$ cat src/rtl/fetch_unit.sv
// fetch_unit: single-outstanding instruction fetch stage feeding decode.
// Issues word-aligned reads to instruction memory, buffers returned words
// in a 2-entry FIFO of {instr, pc_plus4}, and flushes on redirect.
// Optional feature macro: FETCH_PERF_CNT_EN adds the stall_cnt output.

module fetch_unit #(
    parameter logic [31:0] RESET_PC = 32'h0000_0000
) (
    input  logic        clk,
    input  logic        rst,
    output logic        imem_req,
    output logic [31:0] imem_addr,
    input  logic        imem_rvalid,
    input  logic [31:0] imem_rdata,
    input  logic        redirect_valid,
    input  logic [31:0] redirect_pc,
    output logic        if_valid,
    output logic [31:0] if_instr,
    output logic [31:0] if_pc_plus4,
    input  logic        id_ready
`ifdef FETCH_PERF_CNT_EN
    ,
    output logic [31:0] stall_cnt
`endif
);

    typedef enum logic [1:0] {
        S_ISSUE   = 2'd0,
        S_WAIT    = 2'd1,
        S_DISCARD = 2'd2
    } state_t;

    state_t      r_state;
    state_t      w_next_state;

    logic [31:0] r_pc;
    logic [31:0] r_req_pc;

    // FIFO storage: entry 0 is always the head, entry 1 the tail
    logic [31:0] r_e0_instr;
    logic [31:0] r_e0_pp4;
    logic [31:0] r_e1_instr;
    logic [31:0] r_e1_pp4;
    logic [1:0]  r_count;

    logic        w_issue;
    logic        w_push;
    logic        w_pop;
    logic [31:0] w_push_pp4;
    logic [31:0] w_redirect_aligned;

    assign if_valid           = (r_count != 2'd0);
    assign if_instr           = r_e0_instr;
    assign if_pc_plus4        = r_e0_pp4;
    assign w_push_pp4         = r_req_pc + 32'd4;
    assign w_redirect_aligned = redirect_pc & ~32'd3;
    // A redirect cancels any transfer to decode in the same cycle
    assign w_pop              = if_valid & id_ready & ~redirect_valid;

    // Next-state and request/push decode; redirect dominates every state
    always_comb begin
        w_next_state = r_state;
        w_issue      = 1'b0;
        w_push       = 1'b0;
        case (r_state)
            S_ISSUE: begin
                if (!redirect_valid && !rst && (r_count < 2'd2)) begin
                    w_issue      = 1'b1;
                    w_next_state = S_WAIT;
                end
            end
            S_WAIT: begin
                if (redirect_valid) begin
                    w_next_state = imem_rvalid ? S_ISSUE : S_DISCARD;
                end else if (imem_rvalid) begin
                    w_push       = 1'b1;
                    w_next_state = S_ISSUE;
                end
            end
            S_DISCARD: begin
                // The stale response is dropped even if a new redirect arrives with it
                if (imem_rvalid) begin
                    w_next_state = S_ISSUE;
                end
            end
            default: begin
                w_next_state = S_ISSUE;
            end
        endcase
    end

    assign imem_req  = w_issue;
    assign imem_addr = w_issue ? r_pc : '0;

    // State register
    always_ff @(posedge clk) begin
        if (rst) begin
            r_state <= S_ISSUE;
        end else begin
            r_state <= w_next_state;
        end
    end

    // Fetch pointer and address of the outstanding request
    always_ff @(posedge clk) begin
        if (rst) begin
            r_pc     <= RESET_PC;
            r_req_pc <= '0;
        end else if (redirect_valid) begin
            r_pc <= w_redirect_aligned;
        end else if (w_issue) begin
            r_req_pc <= r_pc;
            r_pc     <= r_pc + 32'd4;
        end
    end

    // Output FIFO: shift-style so the head is always a plain register
    always_ff @(posedge clk) begin
        if (rst) begin
            r_e0_instr <= '0;
            r_e0_pp4   <= '0;
            r_e1_instr <= '0;
            r_e1_pp4   <= '0;
            r_count    <= '0;
        end else if (redirect_valid) begin
            r_count <= '0;
        end else begin
            case ({w_push, w_pop})
                2'b10: begin
                    if (r_count == 2'd0) begin
                        r_e0_instr <= imem_rdata;
                        r_e0_pp4   <= w_push_pp4;
                        r_count    <= 2'd1;
                    end else if (r_count == 2'd1) begin
                        r_e1_instr <= imem_rdata;
                        r_e1_pp4   <= w_push_pp4;
                        r_count    <= 2'd2;
                    end
                end
                2'b01: begin
                    r_e0_instr <= r_e1_instr;
                    r_e0_pp4   <= r_e1_pp4;
                    r_count    <= r_count - 2'd1;
                end
                2'b11: begin
                    // Push and pop together: count is unchanged, data moves one slot
                    if (r_count == 2'd1) begin
                        r_e0_instr <= imem_rdata;
                        r_e0_pp4   <= w_push_pp4;
                    end else begin
                        r_e0_instr <= r_e1_instr;
                        r_e0_pp4   <= r_e1_pp4;
                        r_e1_instr <= imem_rdata;
                        r_e1_pp4   <= w_push_pp4;
                    end
                end
                default: begin
                end
            endcase
        end
    end

`ifdef FETCH_PERF_CNT_EN
    logic [31:0] r_stall_cnt;

    assign stall_cnt = r_stall_cnt;

    // Saturating count of cycles where decode was ready but starved
    always_ff @(posedge clk) begin
        if (rst) begin
            r_stall_cnt <= '0;
        end else if (id_ready && !if_valid && (r_stall_cnt != '1)) begin
            r_stall_cnt <= r_stall_cnt + 32'd1;
        end
    end
`endif

endmodule
$ cat config.mk
export PLATFORM = sky130hd
export DESIGN_NAME = fetch_unit
export DESIGN_NICKNAME = d
export VERILOG_FILES = /design/src/rtl/fetch_unit.sv
export SDC_FILE = /design/constraint.sdc
export NUM_CORES = 1
export LEC_CHECK = 0
export BUFFER_PORTS_ARGS = -buffer_cell sky130_fd_sc_hd__buf_2
export CORE_UTILIZATION = 35
export CTS_CLUSTER_DIAMETER = 50
export DETAILED_ROUTE_END_ITERATION = 6
export GPL_ROUTABILITY_DRIVEN = 0
export PLACE_DENSITY = 0.59
export SYNTH_ARGS = -nofsm -noshare
export SYNTH_HDL_FRONTEND = slang
export SYNTH_SLANG_ARGS = --single-unit
$ cat constraint.sdc
create_clock -name clk -period 2 [get_ports clk]
set_clock_uncertainty 0.15 [all_clocks]
set_input_delay 0.3 -clock clk [delete_from_list [all_inputs] [get_ports clk]]
set_output_delay 0.3 -clock clk [all_outputs]
set_load 0.005 [all_outputs]
# Word-level counts from Yosys, hierarchy flattened
# Index checks and enable logic that the tools add are counted.
# word_totals
register_bits,196
latch_bits,0
mem_bits_rw,0
mem_bits_ro,0
input_bits,69
output_inout_bits,98
elab_cells,71
memories,0
# op_classes
add_sub_neg,3
n_mul,0
div,0
order_cmp,1
eq_ne,11
shift,0
mux,28
bitwise_logic,3
reduce_logical,16
# op_table
operator,n
2-to-1 mux 32 bit,11
case mux 32 bit (3 select lines),2
case mux 32 bit (2 select lines),2
adder 32 x 3 -> 32 bit (second input constant),2
2-to-1 mux 2 bit,6
!= test 2 bit (second input constant),4
nonzero test 2 bit,4
equality test 2 x 1 -> 1 bit (second input constant),3
equality test 2 bit (second input constant),3
case mux 2 bit (3 select lines),1
2-to-1 mux 1 bit,5
logical NOT 2 bit,2
case mux 2 bit (2 select lines),1
AND reduction 2 bit,2
AND reduction 4 bit,1
!= test 3 bit (second input constant),1
AND reduction 3 bit,1
nonzero test 3 bit,1
AND 1 bit,2
logical AND 1 bit,2
logical NOT 1 bit,2
< comparator 2 bit (second input constant),1
OR reduction 2 bit,1
subtractor 2 x 1 -> 2 bit (second input constant),1
NOT 1 bit,1

# Logic depth before layout (Yosys ltp)
# Gate-level depths: netlist of run 1.
# logic_depth
ltp_word,7
mapped_depth,10
ltp_nobuf,8

# Worst setup path before layout of run 1
# Ideal clock, no wire load.
# synth_path
path_kind,reg2reg
startpoint,reg r_count[1]
endpoint,"reg r_e0_instr[10], in the netlist if_instr[10]"
setup_time_ps,91
t_arrival_ps,1953
slack_ps,-194
path_stages_with_launch,9
synth_period_minus_slack_ps,2194
path_cell_list,dfxtp_1 -> inv_1 -> ha_1 -> clkbuf_1 -> or3b_1 -> a21oi_4 -> buf_2 -> nand2_1 -> a311oi_1
# synth_between
elab_chain_cells,6
word_cells_on_any_way,13
# synth_rtl
item,line_no,rtl
"start, declared",44,logic [1:0] r_count;
"start signal, assigned",143,r_count <= r_count - 2'd1;
nonzero test 2 bit,52,assign if_valid = (r_count != 2'd0);
AND 1 bit (2 in a row),58,assign w_pop = if_valid & id_ready & ~redirect_valid;
equality test 2 bit or equality test 2 x 1 -> 1 bit (tied branches),128,"case ({w_push, w_pop})"
!= test 2 bit (no line) or nonzero test 3 bit (tied branches),-,
AND reduction 3 bit (no line),-,
"end signal, assigned",131,r_e0_instr <= imem_rdata;
"end signal, assigned",141,r_e0_instr <= r_e1_instr;
"end signal, assigned",148,r_e0_instr <= imem_rdata;
"end, declared",40,logic [31:0] r_e0_instr;
# Several ways; a longest one is shown, not always the timed one.
# A chain may end at the register's enable or synchronous reset.

# Worst setup path after layout of run 1
# layout_path
startpoint,reg r_state[0]
endpoint,out imem_addr[13]
# layout_between
elab_chain_cells,3
# layout_rtl
item,line_no,rtl
"start, declared",33,state_t r_state;
"start signal, assigned",100,r_state <= w_next_state;
logical NOT 2 bit,65,case (r_state)
2-to-1 mux 1 bit,65,
2-to-1 mux 32 bit,93,assign imem_addr = w_issue ? r_pc : '0;
"end, declared",12,"output logic [31:0] imem_addr,"
# Every way passes these cells.

==> results of run 1 <==
[critical path: stages, from the launching register on]
cell and delay (ns):
dfxtp_2 0.37, nor3_4 0.22, nand2_2 0.12, inv_8 0.13, buf_12 0.17, nand2_4 0.07
inv_2 0.07, buf_6 0.09
[routing by layer]
metal | up-vias | GRT usage | routed length, um
met5 | - | 0 | 0
met4 | 0 | 0.0508 | 673
met3 | 53 | 0.0493 | 1800
met2 | 339 | 0.374 | 15700
met1 | 4417 | 0.280 | 13300
li1 | 4513 | - | -
[cell families (layout without fill, tap and decap cells)]
| group | Yosys count | count (layout) | share of synthesized area |
|---|---|---|---|
| AOI/OAI and AO/OA | 263 | 263 | 0.192 |
| muxes | 5 | 5 | 0.00597 |
| and+or+nand+nor | 451 | 451 | 0.241 |
| xor gates and xnor gates | 47 | 47 | 0.0479 |
| buffers and inverters | 125 | 491 | 0.0600 |
| adders and majority gates | 4 | 4 | 0.00582 |
| DFF | 192 | 192 | 0.447 |
| other | 1 | 2 | 0.000436 |
[stage by stage]
stage / cells / hold slack (ns) / instance area, um2
floorplan: 1089 / 0.229 / 8680
CTS: 1729 / 0.000183 / 12500
finish: 1774 / 0.0150 / 14200
detailed placement: 1600 / 0.293 / 10500
global route: 1774 / 0.0246 / 14200
global placement: 1600 / 0.287 / 10500
[what timing repair did]
item,CTS,global route
resized for setup,133,293
gates cloned,12,17
endpoints found under the hold margin,78,0
hold buffers,51,0
pin swaps,22,143
setup endpoints to repair,55,175
setup buffers,35,33
[worst min-delay path by stage]
stage	startpoint	endpoint	slack, ns	cells past startpoint
floorplan	imem_rvalid	r_state[1]	0.23	1
global placement	if_pc_plus4[8]	if_pc_plus4[8]	0.29	2
detailed placement	if_pc_plus4[6]	if_pc_plus4[6]	0.29	2
CTS	redirect_pc[23]	r_pc[23]	0.0002	3
global route	redirect_pc[17]	r_pc[17]	0.02	3
finish	redirect_pc[8]	r_pc[8]	0.02	3
[area by class of cell]
class,count,area [um2],share of cell area
Clock inverter,12,171,0.0121
Sequential cell,192,3860,0.272
Timing Repair Buffer,416,3680,0.259
Multi-Input combinational cell,772,5460,0.384
Inverter,43,174,0.0122
Clock buffer,20,468,0.0329
Tap cell,319,399,0.0281
[registers in the layout, summed over array words and instances, names as in the netlist]
signal	count
if_instr	32
if_pc_plus4	32
r_e1_instr	32
r_e1_pp4	32
r_pc	30
r_req_pc	30
r_count	2
r_state	2
[power groups by stage]
| stage | registers (mW) | logic [mW] | clock network [mW] |
|---|---|---|---|
| 3_5_place_dp | 4.08 | 0.751 | 0 |
| 2_1_floorplan | 4.08 | 0.382 | 0 |
| 5_1_grt | 4.01 | 1.22 | 3.93 |
| 3_3_place_gp | 4.07 | 0.748 | 0 |
| 6_report | 4.00 | 1.14 | 3.72 |
| 4_1_cts | 3.99 | 0.984 | 3.75 |
[cells in the final DEF (no fill, tap or decap), types with 12 or more instances in the layout]
| master | instances |
|---|---|
| a21oi_1 | 69 |
| a21oi_2 | 38 |
| a22oi_2 | 12 |
| a311oi_2 | 23 |
| a31oi_1 | 12 |
| buf_12 | 16 |
| buf_2 | 149 |
| buf_4 | 133 |
| buf_6 | 35 |
| clkbuf_16 | 31 |
| dfxtp_1 | 179 |
| dlygate4sd3_1 | 51 |
| inv_1 | 15 |
| inv_2 | 25 |
| nand2_1 | 149 |
| nand2_2 | 26 |
| nand2_4 | 52 |
| nand3_1 | 25 |
| nand4_1 | 18 |
| nor2_1 | 80 |
| nor3_1 | 13 |
| o21ai_1 | 23 |
| xnor2_1 | 24 |
| xor2_1 | 20 |
==> impl_metrics.py, run 1 <==
metrics = {
    "setup_path": {
        "r2r_start": "r_count[1]",
        "arrival_ns": 1.68,
        "start_kind": "flop",
        "setup.worst_path.end_class": "primary output",
        "timing.rr.end": "if_instr[30]",
        "crit_path_start": "r_state[0]",
        "crit_fanout": 7,
        "reg2reg_depth": 9,
        "setup.worst_path.end": "imem_addr[13]",
        "worstPathRequired_ns": 1.55,
        "crit_type": "flop to primary output",
        "rrSetupSlack_ns": -0.13,
    },
    "pwr": {
        "power.total_mw": 8.87,
        "clkPwrFrac": 0.420,
        "powerDensity_nw_per_um2": 624,
        "seq_power_share": 0.451,
        "peakVddDrop_mv": 0.536,
        "switching_share": 0.258,
        "power.internal_mw": 6.58,
        "p_sw_mw": 2.29,
        "p_leak_nw": 6.01,
        "power_frac_comb": 0.129,
    },
    "global_route": {
        "grtUsageTotal": 0.220,
        "grt_pass1_wl_um": 42800,
        "grt_max_degree": 77,
        "overflow": 0,
        "antenna_found_initial": 0,
        "grt_pass1_vias": 8155,
    },
    "layout": {
        "diodes": 0,
        "nFillCells": 1989,
        "areaGrowthSynthToFinish_pct": 65.5,
        "fin_util": 0.599,
        "final_layout_size_suffix_gt1_frac": 0.456,
        "layout.nets": 1515,
    },
    "sta": {
        "fin_ws_ns": -0.132,
        "setup_tns_ns": -8.68,
        "rsz0062_at_grt": "yes",
        "fin_crit_sh": 1.07,
        "drv_slew": 0,
        "max_slew_margin": 0.502,
        "clock.fmax_ghz": 0.469,
        "worstMarginPinSlew_ns": 0.746,
        "hold_violations": 0,
        "final-setup-viol-count": 135,
        "fin_crit_ns": 2.13,
    },
    "run_status": {
        "violations": "setup timing",
        "status": "complete, but fails checks",
    },
    "floorplan": {
        "initial_core_util": 0.362,
        "core-area_um2": 23800,
        "top_level_ports": 167,
        "placementRows": 56,
        "dieWidth_um": 159,
        "fp.dieArea_um2": 25200,
        "fp.dieH_um": 159,
    },
    "synth": {
        "postSynthCellCount": 1088,
        "synth_edf_count": 0,
        "seq_area_frac_synth": 0.447,
        "synth_top_area_frac": 0.447,
        "synth_area_leader_cell": "dfxtp_1",
        "synth_area_leaders": "dfxtp_1, nand2_1, a21oi_1, nor2_1, a311oi_1",
        "synth_most_common_cell": "nand2_1",
        "ys_ff_latch": 192,
        "syn-cell-area_um2": 8590,
        "synthFlopType": "dfxtp_1",
        "syn-mean-instance-area_um2": 7.90,
        "synthTopCellsByCount": "nand2_1, dfxtp_1, a21oi_1, nor2_1, clkbuf_1",
        "synthDistinctLibCells": 61,
        "async_reset_ff_frac": 0,
        "ys_warn_count": 0,
    },
    "routing": {
        "wire_per_inst_um": 17.7,
        "route.detailed.drc": 0,
        "postRouteAntennaNets": 0,
        "avgViaCountPerCell": 5.25,
        "vias": 9322,
        "routed_wl_um": 31400,
        "drt-pass1-iter-count": 6,
        "drt_iter0_drc": 731,
    },
    "clock_network": {
        "clockBufferDepth": 2,
        "numClockSinks": 192,
        "cts_buffers": 17,
        "htree_levels": 4,
        "worstSkewPairLatency_ns": 0.44,
        "clock-root-buffer": "clkbuf_16",
        "clk_pin_slew_ns": 0.08,
        "cts_tree": "yes",
    },
    "placed_design": {
        "dpl.hpwl_um": 17800,
        "io_buffers": 162,
        "dp_slack_ns": -0.0287,
    },
    "min_path": {
        "hold_class": "input port to flop",
    },
    "flow_run": {
        "maxCapViolCount": 0,
    },
}
Power figures use the tool's default switching activity.
==> inputs of run 2 (changes only) <==
--- a/config.mk
+++ b/config.mk
@@ -10,7 +10,7 @@
 export CTS_CLUSTER_DIAMETER = 50
 export DETAILED_ROUTE_END_ITERATION = 6
 export GPL_ROUTABILITY_DRIVEN = 0
-export PLACE_DENSITY = 0.59
+export PLACE_DENSITY = 0.56
 export SYNTH_ARGS = -nofsm -noshare
 export SYNTH_HDL_FRONTEND = slang
 export SYNTH_SLANG_ARGS = --single-unit
==> run 2 against run 1 <==
  * The run still ends with setup timing left
  * Critical path type is now flop to flop
  * Clock power down 6.7%
  * Highest routed layer unchanged
  * Critical endpoint is now if_instr[14]
  * Largest power group unchanged
  * Largest cell class unchanged
  * Critical path depth up 2
  * Utilization increased by 0.96 points
==> impl_metrics.py, run 2 (same netlist as run 1, synthesis figures left out) <==
metrics = {
    "placed_design": {
        "dp_slack_ns": -0.0376,
        "dpl.cell_count": 1592,
        "io_buffers": 162,
        "dpl.hpwl_um": 17400,
    },
    "clock_network": {
        "htree_levels": 4,
        "clk_pin_slew_ns": 0.07,
        "worstSkewPairLatency_ns": 0.44,
        "clockBufferDepth": 2,
        "numClockSinks": 192,
        "cts_buffers": 17,
        "cts_tree": "yes",
        "clock-root-buffer": "clkbuf_16",
    },
    "setup_path": {
        "crit_type": "flop to flop",
        "crit_fanout": 8,
        "timing.rr.end": "if_instr[14]",
        "arrival_ns": 2.41,
        "worstPathRequired_ns": 2.16,
        "r2r_start": "r_count[1]",
        "start_kind": "flop",
        "reg2reg_depth": 9,
        "rrSetupSlack_ns": -0.25,
        "setup.worst_path.end_class": "flop",
    },
    "routing": {
        "vias": 9408,
        "drt-pass1-iter-count": 5,
        "routed_wl_um": 33300,
        "route.detailed.drc": 0,
        "drt_iter0_drc": 915,
        "avgViaCountPerCell": 5.26,
        "postRouteAntennaNets": 0,
        "wire_per_inst_um": 18.6,
    },
    "layout": {
        "nFillCells": 2006,
        "areaGrowthSynthToFinish_pct": 68.1,
        "final_layout_size_suffix_gt1_frac": 0.465,
        "final_common_cell": "dfxtp_1",
        "layout.nets": 1529,
        "regArea_um2": 3860,
        "final_cell_mix": "dfxtp_1, nand2_1, buf_2, buf_4, a21oi_1",
        "diodes": 0,
        "multi_input_area_um2": 5420,
        "stdcell_count": 1788,
    },
    "floorplan": {
        "fp.dieArea_um2": 25200,
        "top_level_ports": 167,
        "placementRows": 56,
        "core-area_um2": 23800,
        "initial_core_util": 0.362,
        "dieWidth_um": 159,
        "fp.dieH_um": 159,
    },
    "global_route": {
        "grtUsageTotal": 0.221,
        "grt_pass1_wl_um": 43300,
        "overflow": 0,
        "antenna_found_initial": 0,
        "grt_pass1_vias": 8155,
        "grt_max_degree": 141,
    },
    "pwr": {
        "peakVddDrop_mv": 0.502,
        "p_sw_mw": 2.34,
        "power_frac_comb": 0.134,
        "power.total_mw": 8.63,
        "switching_share": 0.271,
        "seq_power_share": 0.464,
        "power.internal_mw": 6.28,
        "powerDensity_nw_per_um2": 597,
        "clkPwrFrac": 0.402,
        "p_leak_nw": 6.10,
    },
    "min_path": {
        "hold_class": "input port to flop",
        "min_path_cells": 3,
        "worstHoldStart": "redirect_pc[15]",
        "min_to": "r_pc[15]",
    },
    "flow_run": {
        "maxCapViolCount": 0,
    },
    "run_status": {
        "status": "complete, but fails checks",
        "violations": "setup timing",
    },
    "sta": {
        "clock.fmax_ghz": 0.444,
        "drv_slew": 0,
        "final-setup-viol-count": 149,
        "max_slew_margin": 0.511,
        "setup_tns_ns": -14.45,
        "fin_crit_ns": 2.25,
        "worstMarginPinSlew_ns": 0.734,
        "holdWs_ns": 0.00359,
        "rsz0062_at_grt": "yes",
        "fin_crit_sh": 1.13,
        "fin_ws_ns": -0.251,
        "hold_violations": 0,
    },
}
run 2: changes by cell type in the layout (fill, tap and decap cells not counted), sizes merged:
| cell | before | now |
|---|---|---|
| inv | 47 | 49 |
| clkinvlp | 2 | 4 |
| buf | 352 | 359 |
| bufinv | 3 | 1 |
| dlygate4sd3 | 51 | 49 |
| clkbuf | 33 | 40 |
run 2: layout make-up:
type	count	area share
clock buffers	18	0.0304
flip-flops and latches	192	0.268
inverters	43	0.0124
well taps	319	0.0276
clock inverters	14	0.0103
repair buffers	430	0.277
multi-input cells	772	0.375
run 2: power by group through the flow:
stage	Sequential, mW	Combinational (mW)	Clock [mW]
after floorplan	4.08	0.382	0
after global placement	4.07	0.742	0
after detailed placement	4.08	0.748	0
after CTS	3.99	0.982	3.52
after global routing	4.01	1.24	3.70
final	4.00	1.16	3.47
run 2: worst max-delay path by stage:
stage	startpoint	slack (ns)	end
floorplan	r_count[1]	0.0007	if_instr[11]
global placement	r_req_pc[3]	-0.02	if_pc_plus4[26]
detailed placement	r_count[0]	-0.04	if_instr[6]
CTS	r_state[1]	-0.21	imem_addr[18]
global route	r_count[1]	-0.25	if_instr[24]
finish	r_count[1]	-0.25	if_instr[14]
run 2: critical path: stages, from the launching register on:
cell and delay [ns]:
dfxtp_4 0.36, buf_6 0.10, inv_6 0.03, ha_4 0.16, or3b_4 0.41, a21oi_4 0.16, buf_8 0.17, buf_16 0.15
nand2_4 0.05, a311oi_2 0.37
run 2: through the flow:
stage,instance area [um2],utilization
6_report,14400,0.608
5_1_grt,14400,0.608
4_1_cts,12500,0.526
3_5_place_dp,10400,0.440
3_3_place_gp,10400,0.440
2_1_floorplan,8680,-
run 2: routing by layer:
metal	wire length, um	part of all wire	global-route usage	up-vias
met3	1970	0.059	0.0406	69
met1	14000	0.42	0.287	4441
met5	0	0	0	-
li1	-	-	-	4536
met4	1170	0.035	0.0586	0
met2	16200	0.49	0.374	362
run 2: repair_timing:
action                                  in CTS  in global routing
resized for setup                          122                305
hold buffers                                49                  0
endpoints found under the setup margin      67                171
hold endpoints to repair                    81                  0
gates cloned                                 9                 29
pin swaps                                   30                138
buffers inserted                            48                 41
